$ cat src/rtl/fpu_pkg.sv
// fpu_pkg: shared encodings, state/class enums and decode helpers for the FP execute unit
package fpu_pkg;

    typedef enum logic [1:0] {S_IDLE, S_WAIT_PIPE, S_WAIT_ITER, S_DONE} state_e;

    typedef enum logic [1:0] {CLS_SIMPLE, CLS_PIPE, CLS_ITER, CLS_BAD} op_class_e;

    typedef enum logic [3:0] {
        COP_ADD    = 4'd0,
        COP_SUB    = 4'd1,
        COP_MUL    = 4'd2,
        COP_FMADD  = 4'd3,
        COP_FMSUB  = 4'd4,
        COP_FNMSUB = 4'd5,
        COP_FNMADD = 4'd6,
        COP_CVT    = 4'd7,
        COP_DIV    = 4'd8,
        COP_SQRT   = 4'd9,
        COP_NONE   = 4'd15
    } core_op_e;

    localparam logic [6:0] OPC_OP_FP  = 7'b1010011;
    localparam logic [6:0] OPC_FMADD  = 7'b1000011;
    localparam logic [6:0] OPC_FMSUB  = 7'b1000111;
    localparam logic [6:0] OPC_FNMSUB = 7'b1001011;
    localparam logic [6:0] OPC_FNMADD = 7'b1001111;

    localparam logic [4:0] F5_ADD     = 5'b00000;
    localparam logic [4:0] F5_SUB     = 5'b00001;
    localparam logic [4:0] F5_MUL     = 5'b00010;
    localparam logic [4:0] F5_DIV     = 5'b00011;
    localparam logic [4:0] F5_SGNJ    = 5'b00100;
    localparam logic [4:0] F5_MINMAX  = 5'b00101;
    localparam logic [4:0] F5_SQRT    = 5'b01011;
    localparam logic [4:0] F5_CVT_S_W = 5'b11010;
    localparam logic [4:0] F5_MV_W_X  = 5'b11110;

    localparam logic [31:0] NOP       = 32'h0000_0013;
    localparam logic [31:0] CANON_NAN = 32'h7FC0_0000;

    // Which execution path an instruction takes; unknown encodings retire without a write
    function automatic op_class_e op_class(input logic [6:0] opc, input logic [4:0] f5, input logic [2:0] f3);
        if (opc == OPC_FMADD || opc == OPC_FMSUB || opc == OPC_FNMSUB || opc == OPC_FNMADD)
            return CLS_PIPE;
        if (opc != OPC_OP_FP)
            return CLS_BAD;
        case (f5)
            F5_SGNJ:                           return f3 <= 3'd2 ? CLS_SIMPLE : CLS_BAD;
            F5_MINMAX:                         return f3 <= 3'd1 ? CLS_SIMPLE : CLS_BAD;
            F5_MV_W_X:                         return CLS_SIMPLE;
            F5_ADD, F5_SUB, F5_MUL, F5_CVT_S_W: return CLS_PIPE;
            F5_DIV, F5_SQRT:                   return CLS_ITER;
            default:                           return CLS_BAD;
        endcase
    endfunction

    // Operation code handed to the arithmetic cores
    function automatic core_op_e core_op_of(input logic [6:0] opc, input logic [4:0] f5);
        case (opc)
            OPC_FMADD:  return COP_FMADD;
            OPC_FMSUB:  return COP_FMSUB;
            OPC_FNMSUB: return COP_FNMSUB;
            OPC_FNMADD: return COP_FNMADD;
            default:
                case (f5)
                    F5_ADD:     return COP_ADD;
                    F5_SUB:     return COP_SUB;
                    F5_MUL:     return COP_MUL;
                    F5_CVT_S_W: return COP_CVT;
                    F5_DIV:     return COP_DIV;
                    F5_SQRT:    return COP_SQRT;
                    default:    return COP_NONE;
                endcase
        endcase
    endfunction

endpackage

$ cat src/rtl/fpu_exec_unit_if.sv
// fpu_exec_unit_if: decode handshake, arithmetic-core link and writeback bundle
interface fpu_exec_unit_if;
    import fpu_pkg::*;

    logic        fpu_valid;
    logic [31:0] fp_inst;
    logic [31:0] fd1;
    logic [31:0] fd2;
    logic [31:0] fd3;
    logic [31:0] rs1_int;
    logic        flush;
    logic        fpu_busy;
    logic [31:0] ex_fp_inst;
    logic        core_start;
    core_op_e    core_op;
    logic [31:0] core_a;
    logic [31:0] core_b;
    logic [31:0] core_c;
    logic [2:0]  core_rm;
    logic        core_done;
    logic [31:0] core_result;
    logic [31:0] wb_fp_inst;
    logic [31:0] wb_fp_wdata;
    logic        wb_fp_regwen;

    modport master (
        output fpu_valid, fp_inst, fd1, fd2, fd3, rs1_int, flush, core_done, core_result,
        input  fpu_busy, ex_fp_inst, core_start, core_op, core_a, core_b, core_c, core_rm,
               wb_fp_inst, wb_fp_wdata, wb_fp_regwen
    );

    modport slave (
        input  fpu_valid, fp_inst, fd1, fd2, fd3, rs1_int, flush, core_done, core_result,
        output fpu_busy, ex_fp_inst, core_start, core_op, core_a, core_b, core_c, core_rm,
               wb_fp_inst, wb_fp_wdata, wb_fp_regwen
    );

endinterface

$ cat src/rtl/fpu_simple_ops.sv
// fpu_simple_ops: single-cycle sign-inject, min/max and integer-to-FP move datapath
module fpu_simple_ops
    import fpu_pkg::*;
(
    input  logic [4:0]  funct5,
    input  logic [1:0]  funct3_lo,
    input  logic [31:0] a,
    input  logic [31:0] b,
    input  logic [31:0] rs1_int,
    output logic [31:0] result
);

    logic        a_nan;
    logic        b_nan;
    logic        a_lt_b;
    logic        sgn;
    logic [31:0] minmax;

    // Sign-magnitude ordering puts -0.0 below +0.0; a lone NaN yields the other operand
    always_comb begin
        a_nan  = &a[30:23] && |a[22:0];
        b_nan  = &b[30:23] && |b[22:0];
        a_lt_b = (a[31] != b[31]) ? a[31] : (a[31] ? a[30:0] > b[30:0] : a[30:0] < b[30:0]);
        minmax = (a_nan && b_nan) ? CANON_NAN :
                 a_nan ? b :
                 b_nan ? a :
                 (a_lt_b ^ funct3_lo[0]) ? a : b;
        sgn    = funct3_lo[1] ? a[31] ^ b[31] : funct3_lo[0] ? ~b[31] : b[31];
        result = funct5 == F5_MINMAX ? minmax :
                 funct5 == F5_MV_W_X ? rs1_int : {sgn, a[30:0]};
    end

endmodule

$ cat src/rtl/fpu_exec_unit.sv
// fpu_exec_unit: EX-stage FP issue/sequencing unit driving pipelined and iterative cores
module fpu_exec_unit
    import fpu_pkg::*;
#(
    parameter int PIPE_LAT = 4,
    parameter int CNT_W    = 4
) (
    input logic            clk,
    input logic            rst,
    fpu_exec_unit_if.slave bus
);

    state_e           state;
    state_e           state_nx;
    op_class_e        cls;
    logic             accept;
    logic             is_cvt;
    logic             start_q;
    logic             bad_q;
    logic [CNT_W-1:0] cnt;
    logic [31:0]      inst_q;
    logic [31:0]      a_q;
    logic [31:0]      b_q;
    logic [31:0]      c_q;
    logic [31:0]      rs1_q;
    logic [31:0]      res_q;
    logic [31:0]      simple_res;

    fpu_simple_ops u_simple (
        .funct5    (bus.fp_inst[31:27]),
        .funct3_lo (bus.fp_inst[13:12]),
        .a         (bus.fd1),
        .b         (bus.fd2),
        .rs1_int   (bus.rs1_int),
        .result    (simple_res)
    );

    // Accept decision and next state; DONE may accept a new op back-to-back
    always_comb begin
        cls      = op_class(bus.fp_inst[6:0], bus.fp_inst[31:27], bus.fp_inst[14:12]);
        accept   = bus.fpu_valid && !bus.flush && (state == S_IDLE || state == S_DONE);
        state_nx = state;
        case (state)
            S_IDLE, S_DONE: state_nx = !accept ? S_IDLE :
                                       cls == CLS_PIPE ? S_WAIT_PIPE :
                                       cls == CLS_ITER ? S_WAIT_ITER : S_DONE;
            S_WAIT_PIPE:    state_nx = cnt == CNT_W'(1) ? S_DONE : S_WAIT_PIPE;
            S_WAIT_ITER:    state_nx = bus.core_done ? S_DONE : S_WAIT_ITER;
            default:        state_nx = S_IDLE;
        endcase
    end

    // Outputs are derived from the held instruction so they stay stable while the core works
    always_comb begin
        is_cvt           = inst_q[6:0] == OPC_OP_FP && inst_q[31:27] == F5_CVT_S_W;
        bus.fpu_busy     = state == S_WAIT_PIPE || state == S_WAIT_ITER;
        bus.ex_fp_inst   = state == S_IDLE ? NOP : inst_q;
        bus.core_start   = start_q;
        bus.core_op      = core_op_of(inst_q[6:0], inst_q[31:27]);
        bus.core_a       = is_cvt ? rs1_q : a_q;
        bus.core_b       = is_cvt ? {31'b0, inst_q[20]} : b_q;
        bus.core_c       = c_q;
        bus.core_rm      = inst_q[14:12];
        bus.wb_fp_regwen = state == S_DONE && !bad_q;
        bus.wb_fp_inst   = state == S_DONE ? inst_q : NOP;
        bus.wb_fp_wdata  = state == S_DONE ? res_q : '0;
    end

    // State, operand latch, latency countdown and result capture
    always_ff @(posedge clk) begin
        if (!rst) begin
            state   <= S_IDLE;
            cnt     <= '0;
            start_q <= 1'b0;
            bad_q   <= 1'b0;
            inst_q  <= NOP;
            res_q   <= '0;
        end else begin
            state   <= state_nx;
            start_q <= accept && (cls == CLS_PIPE || cls == CLS_ITER);
            if (accept) begin
                inst_q <= bus.fp_inst;
                a_q    <= bus.fd1;
                b_q    <= bus.fd2;
                c_q    <= bus.fd3;
                rs1_q  <= bus.rs1_int;
                res_q  <= simple_res;
                bad_q  <= cls == CLS_BAD;
                cnt    <= cls == CLS_PIPE ? CNT_W'(PIPE_LAT) : '0;
            end else if (state == S_WAIT_PIPE) begin
                cnt <= cnt - 1'b1;
                if (cnt == CNT_W'(1))
                    res_q <= bus.core_result;
            end else if (state == S_WAIT_ITER && bus.core_done) begin
                res_q <= bus.core_result;
            end
        end
    end

endmodule

$ cat src/flat_wrapper.sv
// flat-port wrapper written by rule: the top's interface ports become plain ports
module fpu_exec_unit_flat import fpu_pkg::*;
#(
    parameter int PIPE_LAT = 4,
    parameter int CNT_W    = 4
)
  (clk, rst, bus_fpu_valid, bus_fp_inst, bus_fd1, bus_fd2, bus_fd3, bus_rs1_int, bus_flush, bus_core_done, bus_core_result, bus_fpu_busy, bus_ex_fp_inst, bus_core_start, bus_core_op, bus_core_a, bus_core_b, bus_core_c, bus_core_rm, bus_wb_fp_inst, bus_wb_fp_wdata, bus_wb_fp_regwen);
  fpu_exec_unit_if bus_i ();
  input logic clk;
  input logic rst;
  input wire logic [$bits(bus_i.fpu_valid)-1:0] bus_fpu_valid;
  input wire logic [$bits(bus_i.fp_inst)-1:0] bus_fp_inst;
  input wire logic [$bits(bus_i.fd1)-1:0] bus_fd1;
  input wire logic [$bits(bus_i.fd2)-1:0] bus_fd2;
  input wire logic [$bits(bus_i.fd3)-1:0] bus_fd3;
  input wire logic [$bits(bus_i.rs1_int)-1:0] bus_rs1_int;
  input wire logic [$bits(bus_i.flush)-1:0] bus_flush;
  input wire logic [$bits(bus_i.core_done)-1:0] bus_core_done;
  input wire logic [$bits(bus_i.core_result)-1:0] bus_core_result;
  output wire logic [$bits(bus_i.fpu_busy)-1:0] bus_fpu_busy;
  output wire logic [$bits(bus_i.ex_fp_inst)-1:0] bus_ex_fp_inst;
  output wire logic [$bits(bus_i.core_start)-1:0] bus_core_start;
  output wire logic [$bits(bus_i.core_op)-1:0] bus_core_op;
  output wire logic [$bits(bus_i.core_a)-1:0] bus_core_a;
  output wire logic [$bits(bus_i.core_b)-1:0] bus_core_b;
  output wire logic [$bits(bus_i.core_c)-1:0] bus_core_c;
  output wire logic [$bits(bus_i.core_rm)-1:0] bus_core_rm;
  output wire logic [$bits(bus_i.wb_fp_inst)-1:0] bus_wb_fp_inst;
  output wire logic [$bits(bus_i.wb_fp_wdata)-1:0] bus_wb_fp_wdata;
  output wire logic [$bits(bus_i.wb_fp_regwen)-1:0] bus_wb_fp_regwen;
  assign bus_i.fpu_valid = bus_fpu_valid;
  assign bus_i.fp_inst = bus_fp_inst;
  assign bus_i.fd1 = bus_fd1;
  assign bus_i.fd2 = bus_fd2;
  assign bus_i.fd3 = bus_fd3;
  assign bus_i.rs1_int = bus_rs1_int;
  assign bus_i.flush = bus_flush;
  assign bus_i.core_done = bus_core_done;
  assign bus_i.core_result = bus_core_result;
  assign bus_fpu_busy = bus_i.fpu_busy;
  assign bus_ex_fp_inst = bus_i.ex_fp_inst;
  assign bus_core_start = bus_i.core_start;
  assign bus_core_op = bus_i.core_op;
  assign bus_core_a = bus_i.core_a;
  assign bus_core_b = bus_i.core_b;
  assign bus_core_c = bus_i.core_c;
  assign bus_core_rm = bus_i.core_rm;
  assign bus_wb_fp_inst = bus_i.wb_fp_inst;
  assign bus_wb_fp_wdata = bus_i.wb_fp_wdata;
  assign bus_wb_fp_regwen = bus_i.wb_fp_regwen;
  fpu_exec_unit #(.PIPE_LAT(PIPE_LAT), .CNT_W(CNT_W)) u_core (.clk(clk), .rst(rst), .bus(bus_i));
endmodule
$ cat config.mk
export PLATFORM = sky130hd
export DESIGN_NAME = fpu_exec_unit_flat
export DESIGN_NICKNAME = d
export VERILOG_FILES = /design/src/rtl/fpu_pkg.sv /design/src/rtl/fpu_exec_unit_if.sv /design/src/rtl/fpu_simple_ops.sv /design/src/rtl/fpu_exec_unit.sv /design/src/flat_wrapper.sv
export SDC_FILE = /design/constraint.sdc
export NUM_CORES = 1
export LEC_CHECK = 0
export CAP_MARGIN = 40
export CORE_AREA = 2 2 154 156
export CTS_CLUSTER_DIAMETER = 150
export DETAILED_ROUTE_END_ITERATION = 10
export DIE_AREA = 0 0 156 158
export PLACE_DENSITY_LB_ADDON = 0.12
export SYNTH_ARGS = -nofsm -noshare
export SYNTH_HDL_FRONTEND = slang
export SYNTH_SLANG_ARGS = --single-unit
$ cat constraint.sdc
create_clock -name clk -period 4.8 [get_ports clk]
set_input_delay 0.48 -clock clk [delete_from_list [all_inputs] [get_ports clk]]
set_output_delay 0.48 -clock clk [all_outputs]
set_load 0.02 [all_outputs]
=== Word level (Yosys, flattened, before mapping) ===
Index checks and enable logic that the tools add are counted.
Widths: inputs -> output; s select.

* Output and inout bits: 202
* Bits in read-only memories: 0
* Bits in writable memories: 0
* Memories: 0
* Bits in registers: 200
* Latch bits: 0
* Input port bits: 197

* Reduce and logical (&&, ||, !) cells: 31
* Equality and inequality tests: 32
* Shift operators: 0
* $add $sub $neg: 1
* Multipliers: 0
* Div/mod/pow operators: 0
* Mux-type cells: 40
* Magnitude comparators: 4
* Bitwise gates (word level): 3

{| class="wikitable"
|+ Operators by type and width
! operator !! count
|-
| $mux 32 || 15
|-
| $eq 7x7->1 const B || 9
|-
| $reduce_or 23->1 || 2
|-
| $gt 31x31->1 || 1
|-
| $lt 31x31->1 || 1
|-
| $pmux 4 s6 || 1
|-
| $eq 5x2->1 const B || 4
|-
| $mux 2 || 9
|-
| $pmux 4 s4 || 1
|-
| $reduce_and 8->1 || 2
|-
| $eq 5x5->1 const B || 3
|-
| $eq 5x1->1 const B || 2
|-
| $eq 5x3->1 const B || 2
|-
| $eq 5x4->1 const B || 2
|-
| $logic_not 5->1 || 2
|-
| $pmux 2 s5 || 1
|-
| $logic_and 1x1->1 || 9
|-
| $mux 1 || 9
|-
| $eq 2x2->1 const B || 4
|-
| $mux 4 || 2
|-
| $ne 7x7->1 const B || 1
|-
| $logic_or 1x1->1 || 6
|-
| $pmux 2 s3 || 1
|-
| $eq 2x1->1 const B || 2
|-
| other kinds (16) || 20
|}

=== Longest topological paths before layout ===
* Word-level depth: 13
* Gate-level depth with buffers: 13
* Mapped depth without buffers: 11

=== Hierarchy ===
Synthesis repeated with hierarchy kept, for this count alone.

* Cell total of the unflattened synthesis: 975
* Area total of the unflattened synthesis: 10382.5 um^2

{| class="wikitable"
|+ By module, submodules not included
! module !! area each (um^2) !! instances !! cells each
|-
| fpu_exec_unit || 8618.3 || 1 || 722
|-
| fpu_simple_ops || 1764.2 || 1 || 253
|}

=== Least setup slack after synthesis ===
No wires, ideal clock.

* Kind: reg2reg
* Start point: register u_core.state[0]
* End point: register u_core.a_q[0] (enable)
* Cell stages (with the launch flop): 9
* Path slack: 0.355 ns
* Setup time: 0.480 ns
* Arrival time: 3.964 ns
* Data required time: 4.320 ns
* Buffers on the path: 2
* Cells stage by stage: dfxtp_1 inv_1 ha_1 inv_1 and3_1 clkbuf_1 nand2_1 clkbuf_1 inv_1

* Longest elaborated chain between the ends: 4

{| class="wikitable"
|+ Ends and longest elaborated chain
! item !! line !! source
|-
| start: declaration || fpu_exec_unit.sv:13 || <nowiki>state_e state;</nowiki>
|-
| start signal: assignment || fpu_exec_unit.sv:79 || <nowiki>state <= state_nx;</nowiki>
|-
| $eq 2x2->1 or $logic_not 2->1 (tied branches) || fpu_exec_unit.sv:41 || <nowiki>accept = bus.fpu_valid && !bus.flush && (state == S_IDLE || state == S_DONE);</nowiki>
|-
| $logic_or 1x1->1 (*) || fpu_exec_unit.sv:41 ||
|-
| $logic_and 1x1->1 (*) || fpu_exec_unit.sv:41 ||
|-
| $reduce_and 2->1 (no line) (*) || -- ||
|-
| end signal: assignment || fpu_exec_unit.sv:83 || <nowiki>a_q <= bus.fd1;</nowiki>
|-
| end: declaration || fpu_exec_unit.sv:22 || <nowiki>logic [31:0] a_q;</nowiki>
|}

Every way passes the cells marked *; elsewhere a longest branch is shown, timed or not.
A chain may end at the register's enable or synchronous reset.

=== Worst setup path in the final report ===
* Start point: input port bus_fd2[30]
* End point: register u_core.res_q[17]

* Longest elaborated chain between the ends: 10

{| class="wikitable"
|+ Ends and longest elaborated chain
! item !! line !! source
|-
| start: declaration || flat_wrapper.sv:14 || <nowiki>input wire logic [$bits(bus_i.fd2)-1:0] bus_fd2;</nowiki>
|-
| $lt 31x31->1 or $gt 31x31->1 (tied branches) || fpu_simple_ops.sv:23 || <nowiki>a_lt_b = (a[31] != b[31]) ? a[31] : (a[31] ? a[30:0] > b[30:0] : a[30:0] < b[30:0]);</nowiki>
|-
| $mux 1 (2 in series) || fpu_simple_ops.sv:23 ||
|-
| $xor 1x1->1 || fpu_simple_ops.sv:27 || <nowiki>(a_lt_b ^ funct3_lo[0]) ? a : b;</nowiki>
|-
| $mux 32 || fpu_simple_ops.sv:27 ||
|-
| $mux 32 || fpu_simple_ops.sv:26 || <nowiki>b_nan ? a :</nowiki>
|-
| $mux 32 || fpu_simple_ops.sv:25 || <nowiki>a_nan ? b :</nowiki>
|-
| $mux 32 (*) || fpu_simple_ops.sv:24 || <nowiki>minmax = (a_nan && b_nan) ? CANON_NAN :</nowiki>
|-
| $mux 32 (*) || fpu_simple_ops.sv:29 || <nowiki>result = funct5 == F5_MINMAX ? minmax :</nowiki>
|-
| $mux 32 (*) || fpu_exec_unit.sv:81 || <nowiki>if (accept) begin</nowiki>
|-
| end signal: assignment || fpu_exec_unit.sv:87 || <nowiki>res_q <= simple_res;</nowiki>
|-
| end signal: assignment || fpu_exec_unit.sv:93 || <nowiki>res_q <= bus.core_result;</nowiki>
|-
| end signal: assignment || fpu_exec_unit.sv:95 || <nowiki>res_q <= bus.core_result;</nowiki>
|-
| end: declaration || fpu_exec_unit.sv:26 || <nowiki>logic [31:0] res_q;</nowiki>
|}

Marks and branches as above.

==> summary.md <==
| Metric | Value |
|---|---|
| Status | `completed` |
| # setup viols final | `0` |
| CTS Root Cell | `clkbuf_16` |
| Area growth syn-to-layout | `47.66%` |
| Setup TNS | `0 ns` |
| Total number of vias | `8825` |
| Final nets | `1592` |
| Chip width | `156 µm` |
| FF-to-FF Start | `u_core.state[0]` |
| Initial antenna violation count | `2` |
| DR WL/cell | `19.42 µm` |
| Worst R2R Setup Slack | `1.74 ns` |
| Hold-fix buffers, CTS | `0` |
| Congestion Overflow GR | `0` |
| Largest net degree at the start of global routing | `62` |
| Fmax | `268.2 MHz` |
| Vias in the first global route | `8582` |
| First-pass GRT wire length | `48.50 mm` |
| Port Buf Inserts | `398` |
| Mean Syn Cell Area | `10.45 µm²` |
| PostCTS Resize Cnt | `0` |
| Cells after synthesis | `981` |
| Final worst slack | `1.072 ns` |
| Syn Nets | `1218` |
| Maxcap violations | `0` |
| GRT Util Overall | `0.2573` |
| DRT Wirelength | `32.22 mm` |
| Ys Warns | `0` |
| Max-slew violation total from the final report | `0` |
| Max FO, Critical Path | `22` |
| Worst-path clk slew | `0.08 ns` |
| Count of cell types in the netlist | `53` |
| Dpl ws | `0.6913 ns` |
| Hold path depth | `2` |
| Longest Clk Path Bufs | `2` |
| Worst Hold Endpoint | `u_core.inst_q[15]` |
| Die height | `158 µm` |
| Initial Utilization | `0.4446` |
| CORE AREA | `23050 µm²` |
| Slew @ Worst Pin | `0.8549 ns` |
| Number of buffers created by CTS | `17` |
| CP peak stage delay | `0.54 ns` |
| Slowest CP cell | `clkdlybuf4s50_1` |
| Worst EP arrival | `4.09 ns` |
| RSZ-0062 raised after global routing | `no` |
| Avg Vias per Cell | `5.319` |
| Synth Flop Type | `edfxtp_1` |
| Placer congestion estimate | `0.8151` |
| Cell Pwr Density | `267.7 nW/µm²` |
| DPL Wire Length | `23.92 mm` |
| CP Cell Sequence | `clkdlybuf4s50_1 -> inv_1 -> ha_1 -> nand4_2 -> nor4_2 -> nand3_1 -> a31oi_1 -> o21ai_2 -> or3_4 -> a31oi_4 -> buf_4 -> a22oi_1 -> a21oi_1` |
| Worst R2R End | `u_core.res_q[16]` |
| Seq cells post-synth | `200` |
| Antenna Nets Post-Route | `0` |
| Most frequent cells in the layout | `clkdlybuf4s50_1 (397), nand2_1 (135), edfxtp_1 (128)` |
| Boundary Pins | `399` |
| Layout cells sized above 1 | `0.09357` |
| Minimum clock period | `3.728 ns` |
| Critical path capture point type | `register` |
| Initial DRT Pass Iterations | `9` |
| Min-delay worst type | `register to register` |
| Seq/Total Area, Yosys | `0.5156` |
| Post-Syn Area | `10250 µm²` |
| Full die area | `24650 µm²` |
| Initial DRC count | `508` |
| CTS H-tree lvls | `4` |
| Skew final | `0.01454 ns` |
| Relative slew slack | `0.4287` |
| Row cnt | `56` |
| Tcrit/Tclk final | `0.7767` |
| CTS tree | `built` |
| Remaining DRCs | `0` |
| Post-CTS Setup Inserts | `0` |
| Leak | `0.005630 µW` |
| Cells on worst reg2reg path | `11` |
| Startpoint types | `input pin` |
| Fin. Hold Viols | `0` |
| CTS Sinks | `200` |
| Hold Path Origin | `u_core.inst_q[15]` |
| Worst EP required | `5.16 ns` |
| Commonest non-fill, non-tap cell in the layout | `clkdlybuf4s50_1` |
| Post-synth EDFFs | `128` |
| Clk_lat worst skew | `0.44 ns` |
| Worst VDD drop | `0.0002071 V` |
| Ys async rst share | `0` |
| Crit Path Category | `input pin to register` |
[per-layer routing]
layer  vias up  GRT usage  part of all wire
li1       4234          -                 -
met1      4183     0.3192              0.41
met2       360     0.4461              0.50
met3        46    0.05886             0.072
met4         2    0.08257             0.022
met5         -          0           0.00040
[stage by stage]
| stage | utilization | hold WS (ns) | instances | area, µm² | power (µW) |
|---|---|---|---|---|---|
| after floorplan | - | 0.4438 | 981 | 10250 | 2323 |
| after global placement | 0.6272 | 0.4564 | 1620 | 14460 | 2668 |
| after global routing | 0.6565 | 0.5045 | 1659 | 15130 | 4211 |
| after detailed placement | 0.6319 | 0.4670 | 1626 | 14570 | 2688 |
| final | 0.6565 | 0.4763 | 1659 | 15130 | 4051 |
| after CTS | 0.6564 | 0.4787 | 1658 | 15130 | 4081 |
[Yosys cell counts (all sizes together), types with 28 or more instances]
cell type    n  share of area
clkbuf      49          0.018
dfxtp       72           0.14
o21ai       47          0.023
inv         46          0.017
mux2        64          0.070
a21boi      30          0.022
edfxtp     128           0.38
and2        94          0.057
ha          40          0.049
nand2      136          0.050
nor2b       28          0.017
a21oi       47          0.023
[kinds of logic after synthesis]
| logic type | share of synthesized area |
|---|---|
| buffers and inverters | 0.04102 |
| adder cells (fa/ha/maj) | 0.04883 |
| AND/OR/NAND/NOR | 0.1718 |
| multiplexers | 0.08984 |
| AO/OA/AOI/OAI | 0.1278 |
| flip-flops | 0.5156 |
| XOR/XNOR | 0.005128 |
[critical path: cells and delay by family]
kind / cells / cell delay, ns
simple gates: 4 / 1.07
compound gates: 5 / 1.22
fa+ha+maj: 1 / 0.32
buf+inv: 3 / 0.97
[power breakdown]
part | internal [µW] | switching (µW) | total, µW
Sequential | 1910 | 37.5 | 1950
Clock | 690 | 709 | 1400
Combinational | 355 | 351 | 707
[area by class of cell]
cell class,instances,area (µm²)
flip-flops and latches,200,5285
inverters,46,177.7
clock inverters,14,136.4
clock buffers,18,429.2
well taps,290,362.8
repair buffers,414,4175
fillers,1817,7918
multi-input cells,676,4566
diodes,1,2.502
[state kept, by name, summed over array words and instances, names as in the netlist, 2 cells and up]
name               cells
u_core.a_q            32
u_core.b_q            32
u_core.bus.core_c     32
u_core.inst_q         32
u_core.res_q          32
u_core.rs1_q          32
u_core.cnt             4
u_core.state           2
[how the worst max path moves through the flow]
stage / start / end / slack, ns
4_1_cts: bus_fd2[30] / u_core.res_q[17] / 1.09
6_report: bus_fd2[30] / u_core.res_q[17] / 1.07
5_1_grt: bus_fd2[26] / u_core.res_q[13] / 0.82
3_3_place_gp: bus_fd2[30] / u_core.res_q[2] / 0.86
3_5_place_dp: bus_fd2[30] / u_core.res_q[16] / 0.69
2_1_floorplan: u_core.state[0] / u_core.a_q[0] / 0.36
(Power assumes the default switching activity.)
